**src/rtl/uart_pkg.sv**
```systemverilog
// rtl/uart_pkg.sv - shared UART definitions: byte width, arbiter state encoding, index helper
package uart_pkg;

    localparam int BYTE_W = 8;

    typedef enum logic [1:0] {
        ST_IDLE = 2'd0,
        ST_SEND = 2'd1,
        ST_WAIT = 2'd2,
        ST_HOLD = 2'd3
    } arb_state_t;

    // (a + b) mod n, valid for a and b already in 0..n-1
    function automatic int wrap_add(input int a, input int b, input int n);
        int s;
        s = a + b;
        if (s >= n) s = s - n;
        return s;
    endfunction

endpackage

```
**src/rtl/rr_select.sv**
```systemverilog
// rtl/rr_select.sv - combinational round-robin pick of the first set request at or after a pointer
//   req   : request vector, one bit per requester
//   ptr   : index where the search starts (wraps N-1 -> 0)
//   idx   : chosen requester index (0 when none found)
//   found : high when any request bit is set
module rr_select
    import uart_pkg::*;
#(
    parameter int N = 4,
    parameter int W = $clog2(N)
) (
    input  logic [N-1:0] req,
    input  logic [W-1:0] ptr,
    output logic [W-1:0] idx,
    output logic         found
);

    always_comb begin
        idx   = '0;
        found = 1'b0;
        for (int k = 0; k < N; k++) begin
            if (!found && req[W'(wrap_add(int'(ptr), k, N))]) begin
                found = 1'b1;
                idx   = W'(wrap_add(int'(ptr), k, N));
            end
        end
    end

endmodule

```
**src/rtl/uart_tx_arbiter.sv**
```systemverilog
// rtl/uart_tx_arbiter.sv - round-robin packet-locking arbiter feeding bytes to one UART transmitter
//   clk_from_FPGA : clock, all state on rising edge
//   rst_from_FPGA : synchronous active-low reset
//   req_valid/req_data/req_last/req_ready : per-requester byte streams (requester i at req_data[8i+7:8i])
//   tx_data/tx_start : registered byte and one-cycle transmit strobe
//   tx_busy       : transmitter busy, high from the cycle after tx_start until the stop bit ends
//   grant_id/grant_active : current owner and lock indication
module uart_tx_arbiter
    import uart_pkg::*;
#(
    parameter int NUM_REQ      = 4,
    parameter int MAX_BURST    = 16,
    parameter int HOLD_TIMEOUT = 1023
) (
    input  logic                        clk_from_FPGA,
    input  logic                        rst_from_FPGA,
    input  logic [NUM_REQ-1:0]          req_valid,
    input  logic [BYTE_W*NUM_REQ-1:0]   req_data,
    input  logic [NUM_REQ-1:0]          req_last,
    output logic [NUM_REQ-1:0]          req_ready,
    output logic [BYTE_W-1:0]           tx_data,
    output logic                        tx_start,
    input  logic                        tx_busy,
    output logic [$clog2(NUM_REQ)-1:0]  grant_id,
    output logic                        grant_active
);

    localparam int IW = $clog2(NUM_REQ);
    localparam int BW = $clog2(MAX_BURST + 1);
    localparam int HW = $clog2(HOLD_TIMEOUT + 1);

    arb_state_t        state_q, state_d;
    logic [IW-1:0]     grant_d;
    logic [IW-1:0]     rr_ptr, rr_ptr_d;
    logic [BW-1:0]     burst_cnt, burst_d;
    logic [HW-1:0]     hold_cnt, hold_d;
    logic              last_q, last_d;
    logic [BYTE_W-1:0] tx_data_d;
    logic              tx_start_d;
    logic              rel;
    logic [IW-1:0]     sel_idx;
    logic              sel_found;
    logic              own_valid;
    logic              own_last;
    logic [BYTE_W-1:0] own_data;

    rr_select #(
        .N (NUM_REQ),
        .W (IW)
    ) u_rr_select (
        .req   (req_valid),
        .ptr   (rr_ptr),
        .idx   (sel_idx),
        .found (sel_found)
    );

    // Owner's stream, muxed with constant slices
    always_comb begin
        own_data = '0;
        for (int i = 0; i < NUM_REQ; i++) begin
            if (grant_id == IW'(i)) own_data = req_data[i*BYTE_W +: BYTE_W];
        end
    end

    assign own_valid    = req_valid[grant_id];
    assign own_last     = req_last[grant_id];
    assign grant_active = (state_q != ST_IDLE);

    always_comb begin
        state_d    = state_q;
        grant_d    = grant_id;
        rr_ptr_d   = rr_ptr;
        burst_d    = burst_cnt;
        hold_d     = hold_cnt;
        last_d     = last_q;
        tx_data_d  = tx_data;
        tx_start_d = 1'b0;
        req_ready  = '0;
        rel        = 1'b0;

        case (state_q)
            ST_IDLE: begin
                if (sel_found && !tx_busy) begin
                    grant_d = sel_idx;
                    state_d = ST_SEND;
                end
            end
            ST_SEND: begin
                req_ready[grant_id] = 1'b1;
                if (own_valid) begin
                    tx_data_d  = own_data;
                    tx_start_d = 1'b1;
                    last_d     = own_last;
                    burst_d    = burst_cnt + BW'(1);
                    state_d    = ST_WAIT;
                end else begin
                    // owner withdrew its byte; keep the lock and let the idle timer decide
                    hold_d  = '0;
                    state_d = ST_HOLD;
                end
            end
            ST_WAIT: begin
                // tx_start is high only in the first WAIT cycle, before busy can have risen
                if (!tx_start && !tx_busy) begin
                    if (last_q || burst_cnt == BW'(MAX_BURST)) begin
                        rel = 1'b1;
                    end else begin
                        hold_d  = '0;
                        state_d = ST_HOLD;
                    end
                end
            end
            ST_HOLD: begin
                if (own_valid) begin
                    state_d = ST_SEND;
                end else if (hold_cnt == HW'(HOLD_TIMEOUT - 1)) begin
                    rel = 1'b1;
                end else begin
                    hold_d = hold_cnt + HW'(1);
                end
            end
            default: state_d = ST_IDLE;
        endcase

        if (rel) begin
            rr_ptr_d = IW'(wrap_add(int'(grant_id), 1, NUM_REQ));
            burst_d  = '0;
            hold_d   = '0;
            state_d  = ST_IDLE;
        end
    end

    always_ff @(posedge clk_from_FPGA) begin
        if (!rst_from_FPGA) begin
            state_q   <= ST_IDLE;
            grant_id  <= '0;
            rr_ptr    <= '0;
            burst_cnt <= '0;
            hold_cnt  <= '0;
            last_q    <= 1'b0;
            tx_data   <= '0;
            tx_start  <= 1'b0;
        end else begin
            state_q   <= state_d;
            grant_id  <= grant_d;
            rr_ptr    <= rr_ptr_d;
            burst_cnt <= burst_d;
            hold_cnt  <= hold_d;
            last_q    <= last_d;
            tx_data   <= tx_data_d;
            tx_start  <= tx_start_d;
        end
    end

endmodule
```
**config.mk**
```make
export PLATFORM = sky130hd
export DESIGN_NAME = uart_tx_arbiter
export DESIGN_NICKNAME = d
export VERILOG_FILES = /design/src/rtl/uart_pkg.sv /design/src/rtl/rr_select.sv /design/src/rtl/uart_tx_arbiter.sv
export SDC_FILE = /design/constraint.sdc
export NUM_CORES = 1
export LEC_CHECK = 0
export CORE_AREA = 5 5 91 59
export CTS_CLUSTER_SIZE = 24
export DETAILED_ROUTE_END_ITERATION = 6
export DIE_AREA = 0 0 96 64
export PLACE_DENSITY = 0.75
export SETUP_SLACK_MARGIN = 0.1
export SLEW_MARGIN = 20
export SYNTH_ARGS = -nofsm -noshare
export SYNTH_HDL_FRONTEND = slang
export SYNTH_HIERARCHICAL = 1
export SYNTH_SLANG_ARGS = --single-unit
```
**constraint.sdc**
```tcl
create_clock -name clk_from_FPGA -period 3.5 [get_ports clk_from_FPGA]
set_input_delay 0.525 -clock clk_from_FPGA [delete_from_list [all_inputs] [get_ports clk_from_FPGA]]
set_output_delay 0.525 -clock clk_from_FPGA [all_outputs]
set_load 0.1 [all_outputs]
```
# Word-level counts from Yosys, hierarchy flattened
# Index checks and enable logic that the tools add are counted.
[totals] register_bits=31 out_inout_bits=16
[op_classes] n_lt_le_gt_ge=11 muxes=54 eq_ne=15 addsub=11 reduce_logical=22 n_bitwise=1
[ops] operator="10-bit two-way mux" count=5
[ops] operator="8-bit two-way mux" count=4
[ops] operator="10-bit one-hot mux with 3 select lines" count=1
[ops] operator="2-bit two-way mux" count=13
[ops] operator="1-bit two-way mux" count=21
[ops] operator="2-bit by 4-bit less-than comparator with 1-bit output (second input constant)" count=4
[ops] operator="2-bit inequality test (second input constant)" count=7
[ops] operator="1-bit binary-select mux with 2-bit select" count=6
[ops] operator="3-bit greater-or-equal comparator (second input constant)" count=4
[ops] operator="10-bit by 1-bit adder with 10-bit output (second input constant)" count=1
[ops] operator="10-bit == test (second input constant)" count=1
[ops] operator="2-bit by 1-bit subtractor with 2-bit output (second input constant)" count=5
[ops] operator="2-bit == test (second input constant)" count=4
[ops] operator="2-bit one-hot mux with 4 select lines" count=1
[ops] operator="2-bit by 1-bit adder with 3-bit output (second input constant)" count=2
[ops] operator="2-bit by 2-bit adder with 3-bit output (second input constant)" count=2
[ops] operator="1-bit logical AND" count=6
[ops] operator="2-bit AND reduction" count=3
[ops] operator="6-bit AND reduction" count=1
[ops] operator="5-bit by 1-bit adder with 5-bit output (second input constant)" count=1
[ops] operator="5-bit == test (second input constant)" count=1
[ops] operator="1-bit logical NOT" count=5
[ops] operator="2-bit by 1-bit == test with 1-bit output (second input constant)" count=2
[ops] operator="2-bit logical NOT" count=2
[ops] operator="other kinds (12)" count=12

# Longest topological paths before layout
# Gate-level depths: netlist (run 1).
[logic_depth] ltp_word=18 ltp_mapped=8 ltp_nobuf=7

# Modules after synthesis
# The synthesis (run 1) kept the hierarchy.
[by_module_without_submodules] mod="uart_tx_arbiter" n_inst=1 area_per_inst_um2=1834.3 seq_area_each_um2=620.6 cells_per_inst=213
[by_module_without_submodules] mod="rr_select" n_inst=1 area_per_inst_um2=77.6 seq_area_each_um2=0.0 cells_per_inst=15

# Least setup slack after synthesis (run 1)
# OpenSTA, ideal clock, no wires.
[synth_timing] path_kind="register to output" startpoint="register grant_id[0]" endpoint="output req_ready[3]" required_ns=2.975 path_buffers=2 stages_incl_launch_ff=5 slack_ns=0.309 t_arrival_ns=2.666 path_cell_list="dfxtp_1 -> ha_1 -> clkbuf_1 -> clkbuf_1 -> and2_1"
[synth_via] elab_chain_cells=5 elab_cells_between_ends=6 classes_between="order compare (2); mux (3); reduce/logical (1)"
[synth_lines] item="start, declared" line_no="uart_tx_arbiter.sv:24" rtl="output logic [$clog2(NUM_REQ)-1:0] grant_id,"
[synth_lines] item="start signal, assigned" line_no="uart_tx_arbiter.sv:145" rtl="grant_id <= grant_d;"
[synth_lines] item="2-bit by 3-bit less-than comparator with 1-bit output (implied by the code) or 2-bit by 1-bit greater-or-equal comparator with 1-bit output (tied branches)" line_no="uart_tx_arbiter.sv:89" rtl="req_ready[grant_id] = 1'b1;"
[synth_lines] item="1-bit logical AND (implied by the code)" line_no="uart_tx_arbiter.sv:89"
[synth_lines] item="1-bit two-way mux (implied by the code)" line_no="uart_tx_arbiter.sv:89"
[synth_lines] item="1-bit demux with 2-bit select (*)" line_no="uart_tx_arbiter.sv:89"
[synth_lines] item="4-bit two-way mux (*)" line_no="uart_tx_arbiter.sv:81" rtl="case (state_q)"
[synth_lines] item="end, declared" line_no="uart_tx_arbiter.sv:20" rtl="output logic [NUM_REQ-1:0] req_ready,"
# Every way passes the cells marked *; elsewhere a longest branch is shown, timed or not.

# Worst setup path after layout (run 1)
[layout_timing] startpoint="register grant_id[1]" endpoint="output grant_id[1]"
# No word-level cell between the ends.

==> reports/qor.txt, run 1 <==
status: finished clean
yosys warns: 6
post-synth top area share: 32.46%
Final setup viols: 0
NetSw: 0.7001 mW
Final Critical Period: 2.527 ns
# port buffers: 58
CTS Buf Count: 5
Synth area leaders: dfxtp_1, ha_1, a21oi_1
CP Data Arrival Time: 2.00 ns
most frequent cells after synthesis: dfxtp_1, a21oi_1, nor2_1
placed instance area: 0.002510 mm2
Initial Utilization: 43.24%
crit path cell chain: clkdlybuf4s50_1
drt first pass iters: 4
first-pass GRT wire length: 8362 um
Pins Over Slew Limit: 0
share of cells above drive strength 1: 8.127%
Worst Path Required: 2.97 ns
Worst Hold End: hold_cnt[1]
Setup Buffers After CTS: 0
# resized after CTS: 0
crit path capture type: output port
H-tree Lvls: 2
die height: 64 um
wire length per cell: 14.47 um
Post-Route Setup TNS: 0 ns
flip-flop and latch count after synthesis: 31
maximum vdd drop: 0.0003878 V
hold path cells: 2
period utilization: 72.20%
num ports: 59
Syn Nets: 283
CTS root buffer: clkbuf_8
sw frac: 46.52%
end-of-flow core utilization: 59.03%
clock power share: 20.8%
critical path type: flip-flop to output port
Area growth, synth to finish: 36.52%
worst reg-to-reg path cell count: 7
Layout Skew: 0.008746 ns
GR Overflow Total: 0
Crit Path Max Fanout: 7
total wire length: 5005 um
CP max stage delay: 1.21 ns
synthesized area: 0.001912 mm2
number of enable flip-flop cells after synthesis: 0
count leader, synth: dfxtp_1
Hold Path Origin: hold_cnt[1]
fmax: 395.7 MHz
GRT Util Overall: 17.11%
Yosys cell types: 43
drt drc: 0
# nets final: 337
sequential share of power: 29.0%
Worst-path clk slew: 0.07 ns
Pwr per Cell Area: 576.6 mW/mm2
vias in the first global route: 1781
post-route cell area: 0.002610 mm2
CP bufs+invs: 1
RSZ-0062 raised after global routing: no
Placer Congestion: 0.8288
sequential fraction of the synthesis area: 32.46%
worst-case clock buffer depth: 2
layout filler cell count: 409
# rows: 19
Detailed Place HPWL: 3869 um
Critical Path Source Type: flip-flop
vias per cell: 5.402
die footprint: 0.006144 mm2
share of total power in combinational logic: 50.3%
leading area contributor after synthesis: dfxtp_1
Slew HR: 33.50%
Most used DFF post-synth: dfxtp_1
TritonCTS Sinks: 31
pin count of the biggest net entering global routing: 24
post-synthesis async set-or-reset flop share: 0%
Top Family by Delay on Critical Path: buffers and inverters
Post-DRT Antenna Nets: 0
critical path's slowest cell: clkdlybuf4s50_1
internal power: 0.8049 mW
Worst R2R Setup Slack: 1.15 ns
die width: 96 um
Hold Path Class: flip-flop to flip-flop
Tightest Pin Transition: 0.9944 ns
syn_area_per_cell: 8.385 um2
reg2reg end: hold_cnt[9]
post-synthesis cell count: 228
DRT iter0 DRCs: 108
Post-CTS Hold Buffers: 0
initial antenna violation count: 0
leakage: 0.9931 nW
Core ar.: 0.004422 mm2
Power Total: 1.505 mW
WHS: 0.5154 ns
diode count: 0
Max Cap Viol: 0
Vias: 1869
launching point of the worst reg2reg path: burst_cnt[0]
clk_lat worst skew: 0.29 ns
CTS tree: yes
final hold vios: 0
-- state kept, by name, summed over array words and instances (netlist names) --
register	count
burst_cnt	5
last_q	1
grant_id	2
tx_data	8
state_q	2
rr_ptr	2
tx_start	1
hold_cnt	10
-- worst max path at each step --
stage | depth (start not counted) | start | slack (ns) | end
6_report | 1 | grant_id[1] | 0.97 | grant_id[1]
5_1_grt | 3 | grant_id[0] | 0.90 | req_ready[3]
4_1_cts | 1 | grant_id[1] | 0.97 | grant_id[1]
3_5_place_dp | 5 | req_valid[0] | 0.87 | state_q[0]
3_3_place_gp | 5 | req_valid[3] | 0.91 | state_q[0]
2_1_floorplan | 4 | grant_id[0] | 0.31 | req_ready[3]
-- cell type report --
cell class	instances	area, um2	area share, %
repair buffers	59	573.1	21.96
clock buffers	8	100.1	3.835
well taps	63	78.83	3.020
flip-flops and latches	31	620.6	23.78
multi-input cells	171	1185	45.40
inverters	14	52.55	2.013
-- metrics by stage --
stage	instances	worst slack, ns
after floorplan	228	0.3086
after global placement	338	0.9137
after detailed placement	338	0.8713
after CTS	346	0.9706
after global routing	346	0.9016
final	346	0.9731
-- cell usage in the layout (no fill, tap or decap), types with 12 or more instances in the layout --
| cell | Yosys | layout |
|---|---|---|
| a21oi_1 | 25 | 25 |
| clkdlybuf4s50_1 | 0 | 52 |
| dfxtp_1 | 31 | 31 |
| ha_1 | 12 | 12 |
| inv_1 | 13 | 13 |
| nand2_1 | 12 | 12 |
| nor2_1 | 16 | 16 |
| nor2b_1 | 14 | 14 |
| o21ai_0 | 14 | 14 |
-- per-layer routing --
metal | track usage [%] | share of wire (%) | up-vias
met2 | 22.61 | 40 | 51
li1 | - | - | 939
met3 | 5.510 | 6.7 | 10
met4 | 5.319 | 1.5 | 0
met1 | 25.80 | 52 | 869
met5 | 0 | 0 | -
-- kinds of logic after synthesis --
logic type	synth area share [%]
AO/OA/AOI/OAI	22.32
XOR/XNOR	1.833
adder cells (fa/ha/maj)	7.853
buffers and inverters	5.563
flip-flops	32.46
multiplexers	6.021
AND/OR/NAND/NOR	23.95
-- power by group through the flow --
stage / logic, mW / clock network (mW) / registers, mW
after floorplan: 0.353 / 0 / 0.651
after global placement: 0.751 / 0 / 0.441
after detailed placement: 0.754 / 0 / 0.442
after CTS: 0.757 / 0.320 / 0.436
after global routing: 0.803 / 0.334 / 0.443
final: 0.757 / 0.312 / 0.436
-- worst reg2reg max path: cells and delay by family, from the launching register on --
family / cells / cell delay [ns]
DFF: 1 / 0.40
adders and majority gates: 1 / 0.19
and+or+nand+nor: 2 / 0.73
AOI/OAI and AO/OA: 3 / 0.89
buffers and inverters: 1 / 0.06
(Power assumes the default switching activity.)
==> run 2: changes to the inputs <==
Clock period 3.5 ns to 2.61 ns, I/O delays scaled along.
==> run 2 against run 1 <==
  * Clock skew down 0.0049 ns
  * Design area grew 0.81%
  * First-iteration DRC count is 47% higher
  * Critical endpoint is now hold_cnt[9]
  * Largest cell class unchanged
==> reports/qor.txt, run 2 (synthesis results as in run 1) <==
status: finished clean
# nets final: 341
Top reg by flops: hold_cnt
die height: 64 um
CP max stage delay: 0.47 ns
commonest non-fill, non-tap cell in the layout: clkdlybuf4s50_1
diode count: 0
die footprint: 0.006144 mm2
worst-case clock buffer depth: 2
crit path capture type: flip-flop
# rows: 19
period utilization: 86.97%
Top Family by Delay on Critical Path: compound AO/OA/AOI/OAI gates
CTS Buf Count: 5
critical path's slowest cell: and4_1
Worst-path clk slew: 0.07 ns
leakage: 1.036 nW
CP Data Arrival Time: 2.47 ns
GR Overflow Total: 0
Tightest Pin Transition: 0.6632 ns
TritonCTS Sinks: 31
drt drc: 0
Initial Utilization: 43.24%
drt first pass iters: 4
share of cells above drive strength 1: 13.94%
Final setup viols: 0
vias in the first global route: 1798
Crit Path Max Fanout: 8
Largest regs: hold_cnt (10), tx_data (8), burst_cnt (5)
vias per cell: 5.403
CTS root buffer: clkbuf_8
dpl ws: 0.1188 ns
pin count of the biggest net entering global routing: 21
critical path type: flip-flop to flip-flop
die width: 96 um
Placer Congestion: 0.8447
GRT Util Overall: 17.09%
Worst Slack Setup Final: 0.3401 ns
layout filler cell count: 411
Post-Route Setup TNS: 0 ns
commonest cells after routing, fill and taps aside: clkdlybuf4s50_1, dfxtp_1, a21oi_1
num ports: 59
Max Cap Viol: 0
Pins Over Slew Limit: 0
max FFs per register: 10
# port buffers: 58
Hold Path Class: flip-flop to flip-flop
DRT iter0 DRCs: 159
Detailed Place HPWL: 3920 um
total wire length: 5021 um
Vias: 1891
clk_lat worst skew: 0.28 ns
CTS tree: yes
Final Critical Period: 2.270 ns
final hold vios: 0
fmax: 440.5 MHz
Area growth, synth to finish: 37.63%
wire length per cell: 14.35 um
Power Total: 2.014 mW
initial antenna violation count: 0
Critical Path Source Type: flip-flop
Core ar.: 0.004422 mm2
Worst Path Required: 2.81 ns
Layout Skew: 0.003845 ns
Pwr per Cell Area: 765.4 mW/mm2
CP bufs+invs: 1
# resized after CTS: 0
crit path cell chain: inv_1 > ha_1 > and4bb_2 > o41ai_2 > and4_1 > a41oi_1 > a311oi_1
maximum vdd drop: 0.0004300 V
Setup Buffers After CTS: 0
H-tree Lvls: 2
Post-CTS Hold Buffers: 0
RSZ-0062 raised after global routing: no
Slew HR: 55.78%
Post-DRT Antenna Nets: 0
first-pass GRT wire length: 8376 um
-- run 2: through the flow --
stage / instance area (um2) / hold WS [ns] / cells / utilization [%]
after CTS: 2631 / 0.4925 / 350 / 59.51
after detailed placement: 2531 / 0.4826 / 342 / 57.24
after global placement: 2531 / 0.4734 / 342 / 57.24
final: 2631 / 0.4951 / 350 / 59.51
after floorplan: 1916 / 0.4429 / 228 / -
after global routing: 2631 / 0.5203 / 350 / 59.51
-- run 2: area by class of cell --
type                            instances  area [um2]  share of cell area, %
Clock buffer                            8       100.1                  3.804
Timing Repair Buffer                   63       590.6                  22.44
Tap cell                               63       78.83                  2.996
Multi-Input combinational cell        171        1186                  45.08
Inverter                               14       52.55                  1.997
Sequential cell                        31       623.1                  23.68
-- run 2: power breakdown --
group	leakage, nW	internal, mW	switching, mW
registers	0.253	0.536	0.0509
logic	0.732	0.298	0.714
clock network	0.0515	0.240	0.175
total	1.04	1.07	0.939
-- run 2: worst paths after layout --
path	from	end	slack, ns	depth (start not counted)
worst min register to register	hold_cnt[9]	hold_cnt[9]	0.50	1
worst max register to register	burst_cnt[0]	hold_cnt[9]	0.34	7
worst max-delay path	burst_cnt[0]	hold_cnt[9]	0.34	7
worst min-delay path	hold_cnt[9]	hold_cnt[9]	0.50	1
-- run 2: layer usage --
metal,up-vias,part of all wire [%],wire length [um],GRT usage [%]
li1,946,-,-,-
met1,892,51,2549,24.80
met2,45,42,2125,24.68
met3,8,5.9,297,4.572
met4,0,0.96,48,4.787
met5,-,0,0,0
